`config.mk`:
```
export PLATFORM = sky130hd
export DESIGN_NAME = cpu_controller
export DESIGN_NICKNAME = d
export VERILOG_FILES = /design/src/rtl/cpu_pkg.sv /design/src/rtl/cpu_controller.sv
export SDC_FILE = /design/constraint.sdc
export NUM_CORES = 1
export LEC_CHECK = 0
export CAP_MARGIN = 20
export CORE_MARGIN = 4
export CORE_UTILIZATION = 50
export CTS_CLUSTER_DIAMETER = 120
export DETAILED_ROUTE_END_ITERATION = 8
export DONT_BUFFER_PORTS = 1
export PLACE_DENSITY = 0.65
export SYNTH_ARGS = -nofsm -noshare
export SYNTH_HDL_FRONTEND = slang
export SYNTH_SLANG_ARGS = --single-unit
```
`constraint.sdc`:
```
create_clock -name clk -period 2.2 [get_ports clk]
set_input_delay 0.22 -clock clk [delete_from_list [all_inputs] [get_ports clk]]
set_output_delay 0.22 -clock clk [all_outputs]
set_load 0.02 [all_outputs]
```
`src/rtl/cpu_pkg.sv`:
```
// Shared encodings for the RISC controller: opcode/op fields, FSM states, register-select and writeback codes.
// CTRL_SINGLE_STEP_EN adds the S_STEP hold state in front of every instruction fetch.
package cpu_pkg;

  localparam logic [2:0] OPC_ALU  = 3'b101;
  localparam logic [2:0] OPC_MOV  = 3'b110;
  localparam logic [2:0] OPC_LDR  = 3'b011;
  localparam logic [2:0] OPC_STR  = 3'b100;
  localparam logic [2:0] OPC_HALT = 3'b111;

  localparam logic [1:0] OP_MOVR = 2'b00;
  localparam logic [1:0] OP_MOVI = 2'b10;
  localparam logic [1:0] OP_CMP  = 2'b01;
  localparam logic [1:0] OP_MEM  = 2'b00;

  localparam logic [2:0] NSEL_RN = 3'b001;
  localparam logic [2:0] NSEL_RD = 3'b010;
  localparam logic [2:0] NSEL_RM = 3'b100;

  localparam logic [1:0] VSEL_C     = 2'b00;
  localparam logic [1:0] VSEL_IMM   = 2'b01;
  localparam logic [1:0] VSEL_MDATA = 2'b10;
  localparam logic [1:0] VSEL_PC    = 2'b11;

  typedef enum logic [4:0] {
    S_RST,
    S_IF1,
    S_IF2,
    S_UPDPC,
    S_DEC,
    S_WRI,
    S_GETA,
    S_GETB,
    S_SHC,
    S_ALU,
    S_CMP,
    S_WRC,
    S_ADR,
    S_MRD,
    S_WRM,
    S_GETBD,
    S_MWR,
`ifdef CTRL_SINGLE_STEP_EN
    S_STEP,
`endif
    S_HALT
  } state_t;

  typedef struct packed {
    logic       loadir;
    logic       loadpc;
    logic       resetpc;
    logic       msel;
    logic       mem_write;
    logic [2:0] nsel;
    logic [1:0] vsel;
    logic       write;
    logic       loada;
    logic       loadb;
    logic       asel;
    logic       bsel;
    logic       loadc;
    logic       loads;
    logic       halted;
  } ctrl_t;

endpackage

```
`src/rtl/cpu_controller.sv`:
```
// Moore controller for the simple RISC datapath: fetch, PC update, decode, then a per-instruction execute sequence.
// Optional single-step hold before each fetch when CTRL_SINGLE_STEP_EN is defined (adds the step input).
module cpu_controller
  import cpu_pkg::*;
(
  input  logic       clk,
  input  logic       reset,
  input  logic [2:0] opcode,
  input  logic [1:0] op,
`ifdef CTRL_SINGLE_STEP_EN
  input  logic       step,
`endif
  output logic       loadir,
  output logic       loadpc,
  output logic       resetpc,
  output logic       msel,
  output logic       mem_write,
  output logic [2:0] nsel,
  output logic [1:0] vsel,
  output logic       write,
  output logic       loada,
  output logic       loadb,
  output logic       asel,
  output logic       bsel,
  output logic       loadc,
  output logic       loads,
  output logic       halted
);

`ifdef CTRL_SINGLE_STEP_EN
  localparam state_t FETCH_ENTRY = S_STEP;
`else
  localparam state_t FETCH_ENTRY = S_IF1;
`endif

  state_t state_q, state_d;
  ctrl_t  ctrl;

  always_ff @(posedge clk or posedge reset) begin
    if (reset) state_q <= S_RST;
    else       state_q <= state_d;
  end

  // Outputs depend only on state_q; opcode/op steer next-state only.
  always_comb begin
    state_d   = state_q;
    ctrl      = '0;
    ctrl.nsel = NSEL_RN;
    ctrl.vsel = VSEL_C;
    case (state_q)
      S_RST: begin
        ctrl.loadpc  = 1'b1;
        ctrl.resetpc = 1'b1;
        state_d      = FETCH_ENTRY;
      end
`ifdef CTRL_SINGLE_STEP_EN
      S_STEP: if (step) state_d = S_IF1;
`endif
      S_IF1: state_d = S_IF2;
      S_IF2: begin
        ctrl.loadir = 1'b1;
        state_d     = S_UPDPC;
      end
      S_UPDPC: begin
        ctrl.loadpc = 1'b1;
        state_d     = S_DEC;
      end
      S_DEC: begin
        if (opcode == OPC_MOV && op == OP_MOVI)      state_d = S_WRI;
        else if (opcode == OPC_MOV && op == OP_MOVR) state_d = S_GETB;
        else if (opcode == OPC_ALU)                  state_d = S_GETA;
        else if (opcode == OPC_LDR && op == OP_MEM)  state_d = S_GETA;
        else if (opcode == OPC_STR && op == OP_MEM)  state_d = S_GETA;
        else                                         state_d = S_HALT;
      end
      S_WRI: begin
        ctrl.vsel  = VSEL_IMM;
        ctrl.write = 1'b1;
        state_d    = FETCH_ENTRY;
      end
      S_GETA: begin
        ctrl.loada = 1'b1;
        state_d    = (opcode == OPC_ALU) ? S_GETB : S_ADR;
      end
      S_GETB: begin
        ctrl.nsel  = NSEL_RM;
        ctrl.loadb = 1'b1;
        if (opcode == OPC_MOV)  state_d = S_SHC;
        else if (op == OP_CMP)  state_d = S_CMP;
        else                    state_d = S_ALU;
      end
      S_SHC: begin
        ctrl.asel  = 1'b1;
        ctrl.loadc = 1'b1;
        state_d    = S_WRC;
      end
      S_ALU: begin
        ctrl.loadc = 1'b1;
        state_d    = S_WRC;
      end
      // Compare updates status only; nothing is written back.
      S_CMP: begin
        ctrl.loads = 1'b1;
        state_d    = FETCH_ENTRY;
      end
      S_WRC: begin
        ctrl.nsel  = NSEL_RD;
        ctrl.write = 1'b1;
        state_d    = FETCH_ENTRY;
      end
      S_ADR: begin
        ctrl.bsel  = 1'b1;
        ctrl.loadc = 1'b1;
        state_d    = (opcode == OPC_STR) ? S_GETBD : S_MRD;
      end
      S_MRD: begin
        ctrl.msel = 1'b1;
        state_d   = S_WRM;
      end
      S_WRM: begin
        ctrl.msel  = 1'b1;
        ctrl.nsel  = NSEL_RD;
        ctrl.vsel  = VSEL_MDATA;
        ctrl.write = 1'b1;
        state_d    = FETCH_ENTRY;
      end
      S_GETBD: begin
        ctrl.nsel  = NSEL_RD;
        ctrl.loadb = 1'b1;
        state_d    = S_MWR;
      end
      S_MWR: begin
        ctrl.msel      = 1'b1;
        ctrl.mem_write = 1'b1;
        state_d        = FETCH_ENTRY;
      end
      S_HALT: ctrl.halted = 1'b1;
      default: state_d = S_HALT;
    endcase
  end

  assign loadir    = ctrl.loadir;
  assign loadpc    = ctrl.loadpc;
  assign resetpc   = ctrl.resetpc;
  assign msel      = ctrl.msel;
  assign mem_write = ctrl.mem_write;
  assign nsel      = ctrl.nsel;
  assign vsel      = ctrl.vsel;
  assign write     = ctrl.write;
  assign loada     = ctrl.loada;
  assign loadb     = ctrl.loadb;
  assign asel      = ctrl.asel;
  assign bsel      = ctrl.bsel;
  assign loadc     = ctrl.loadc;
  assign loads     = ctrl.loads;
  assign halted    = ctrl.halted;

endmodule

```
==> summary.md <==
| Metric | Value |
|---|---|
| Mean routed wirelength per cell | `14.2 um` |
| Reg2reg setup slack | `540 ps` |
| Total power | `0.223 mW` |
| Worst Hold Class | `in2reg` |
| P_leak | `0.324 nW` |
| Avg Inst Size Synth | `6.72 sq um` |
| CP Cell Sequence | `inv_1 > nand2_1 > nor2_1 > buf_4 > a31o_2` |
| Mapped Area | `666 sq um` |
| Vias in the first global route | `613` |
| Tmin final | `1980 ps` |
| Via density | `6.33` |
| Ys Warns | `0` |
| Final net count | `114` |
| Crit Path Class | `reg2out` |
| DRT antenna net count | `0` |
| Die H | `44.5 um` |
| Yosys top cell by area | `dfrtp_1` |
| Total track usage | `17.9%` |
| DR DRC count | `0` |
| Max_cap viols | `0` |
| Die width | `44.5 um` |
| FF-to-FF Start | `state_q[3]$_DFFE_PP0N_` |
| Initial antenna violation count | `0` |
| # clock sinks | `5` |
| CTS tree | `yes` |
| Worst reg2reg endpoint | `state_q[1]$_DFFE_PP0N_` |
| Syn_nets | `106` |
| Status | `complete, no violations` |
| Largest net degree at the start of global routing | `21` |
| Worst-path clk slew | `50 ps` |
| Filler cell count | `112` |
| Max reg flops | `5` |
| CP Launch Point | `state_q[1]$_DFFE_PP0N_` |
| Core Box Area | `1190 sq um` |
| RSZ-0062 raised after global routing | `no` |
| Cts bufs inserted | `3` |
| Most frequent cells in the layout | `nor2_1, nand2_1, buf_4` |
| Skew final | `5.96 ps` |
| PortBufs | `0` |
| Relative slew slack | `61.1%` |
| Fin crit share | `89.8%` |
| CTS H-tree lvls | `1` |
| First-pass GRT wire length | `2680 um` |
| Worst-margin pin slew | `583 ps` |
| Worst setup EP type | `output pin` |
| Iter 0 DRT Violations | `29` |
| Top cell type's share of synthesized area | `18.8%` |
| Final setup viols | `0` |
| Final Hold Violating Endpoints | `0` |
| Fin. max-slew vios | `0` |
| Setup TNS Final | `0 ps` |
| Area Growth Syn to Fin | `12.8%` |
| HPWL Detailed | `1240 um` |
| Synth Instances | `99` |
| Fraction of layout cells with a size suffix above 1 | `16.0%` |
| Starting Density | `56.1%` |
| RePlAce Congestion | `0.838` |
| Grt ovf | `0` |
| Die area | `1980 sq um` |
| Startpoint Class | `flip-flop` |
| # IOs | `25` |
| Largest registers | `state_q: 5 flops` |
| CP max-delay cell | `dfrtp_1` |
| Sequential area share after synthesis | `18.8%` |
| WL final | `1700 um` |
| Pre-antenna DRT Iters | `4` |
| Antenna cells | `0` |
| Clock root buffer | `clkbuf_4` |
| Setup bufs post-CTS | `0` |
| Worst vdd ir | `267 uV` |
| End point of the critical path | `msel` |
| Largest register by flop count | `state_q` |
| Longest Clk Path Bufs | `2` |
| CP max stage delay | `700 ps` |
| Reg2reg path depth | `4` |
| Crit path required time | `1980 ps` |
| Yosys reg bits | `5` |
| Data arrival time of the worst path | `1760 ps` |
| Commonest non-fill, non-tap cell in the layout | `nor2_1` |
| Clock Latency Late Sink | `260 ps` |
| Rows | `12` |
| Synth area leaders | `dfrtp_1, nor2_1, a31oi_1` |
| Vias | `759` |
| Max Freq | `506 MHz` |
| Crit Path Max Fanout | `20` |
| PD cells | `298 nW/um^2` |
| Netlist cell types | `37` |
timing repair:
action / CTS / global route
hold endpoints to repair: 5 / 0
resized for setup: 0 / 0
hold buffers: 1 / 0
worst max-delay path, delay by kind of cell (launching register included):
kind	cells	cell delay, ps
flip-flops	1	700
buffers and inverters	2	360
AO/OA/AOI/OAI	1	260
AND/OR/NAND/NOR	2	170
report_power, final:
part	internal, mW	total [mW]	switching [mW]
clock network	0.0691	0.115	0.0456
logic	0.00787	0.0164	0.00856
registers	0.0922	0.0922	0
stage by stage:
step           cell area (sq um)  utilization (%)  worst slack (ps)  instances  hold slack (ps)
6_report                     751             63.3               225        120              204
5_1_grt                      751             63.3              78.8        120              208
4_1_cts                      751             63.3               224        120              204
3_5_place_dp                 714             60.2               490        115             20.9
3_3_place_gp                 714             60.2               499        115             21.6
2_1_floorplan                666                -               590         99            -1.48
worst min path at each step:
stage / depth (start not counted) / to / slack, ps / from
detailed placement: 1 / state_q[0]$_DFFE_PP0N_ / 20 / reset
CTS: 2 / state_q[1]$_DFFE_PP0N_ / 200 / op[0]
floorplan: 1 / state_q[0]$_DFFE_PP0N_ / -1 / reset
finish: 2 / state_q[1]$_DFFE_PP0N_ / 200 / op[0]
global route: 2 / state_q[1]$_DFFE_PP0N_ / 210 / op[0]
global placement: 1 / state_q[4]$_DFFE_PP0N_ / 20 / reset
layer usage:
layer / track usage [%] / wire (um)
met1: 26.1 / 778
met2: 24.6 / 807
met3: 4.47 / 93
met4: 7.23 / 23
met5: 0 / 0
kinds of logic (layout without fill, tap and decap cells):
kind of cell / Yosys count / after routing / share of synthesized area, %
AND/OR/NAND/NOR: 59 / 59 / 47.4
AO/OA/AOI/OAI: 20 / 20 / 21.4
multiplexers: 1 / 1 / 1.69
XOR/XNOR: 1 / 1 / 1.32
buffers and inverters: 13 / 20 / 9.40
flip-flops: 5 / 5 / 18.8
final cells by class:
type                       count  area, sq um  share of cell area [%]
timing repair buffer          11         85.1                    11.3
tap                           14         17.5                    2.33
clock buffer                   4         26.3                    3.50
inverter                       5         18.8                    2.50
multi-input combinational     81          478                    63.7
sequential                     5          125                    16.7
synthesized netlist by cell type:
| library cell | count |
|---|---|
| nor2_1 | 17 |
| nand2_1 | 10 |
| nor3_1 | 7 |
| a31oi_1 | 6 |
| buf_2 | 5 |
| dfrtp_1 | 5 |
| inv_1 | 5 |
| nand2b_1 | 4 |
| nand3_1 | 3 |
| nand3b_1 | 3 |
| a21oi_1 | 2 |
| a41o_1 | 2 |
| clkbuf_1 | 2 |
| nand4_1 | 2 |
| nor2b_1 | 2 |
| nor3b_1 | 2 |
| o21ai_0 | 2 |
| a211o_1 | 1 |
| a211oi_1 | 1 |
| a21o_1 | 1 |
| a31o_2 | 1 |
| a32o_1 | 1 |
| and3_1 | 1 |
| and3b_1 | 1 |
| and4_2 | 1 |
| and4_4 | 1 |
| buf_6 | 1 |
| mux2_2 | 1 |
| nand4b_1 | 1 |
| nor4_1 | 1 |
| nor4b_1 | 1 |
| nor4bb_1 | 1 |
| o21bai_1 | 1 |
| o22ai_1 | 1 |
| o311ai_0 | 1 |
| or3_1 | 1 |
| xor2_1 | 1 |
No activity file was read; power rests on OpenSTA's default activity.
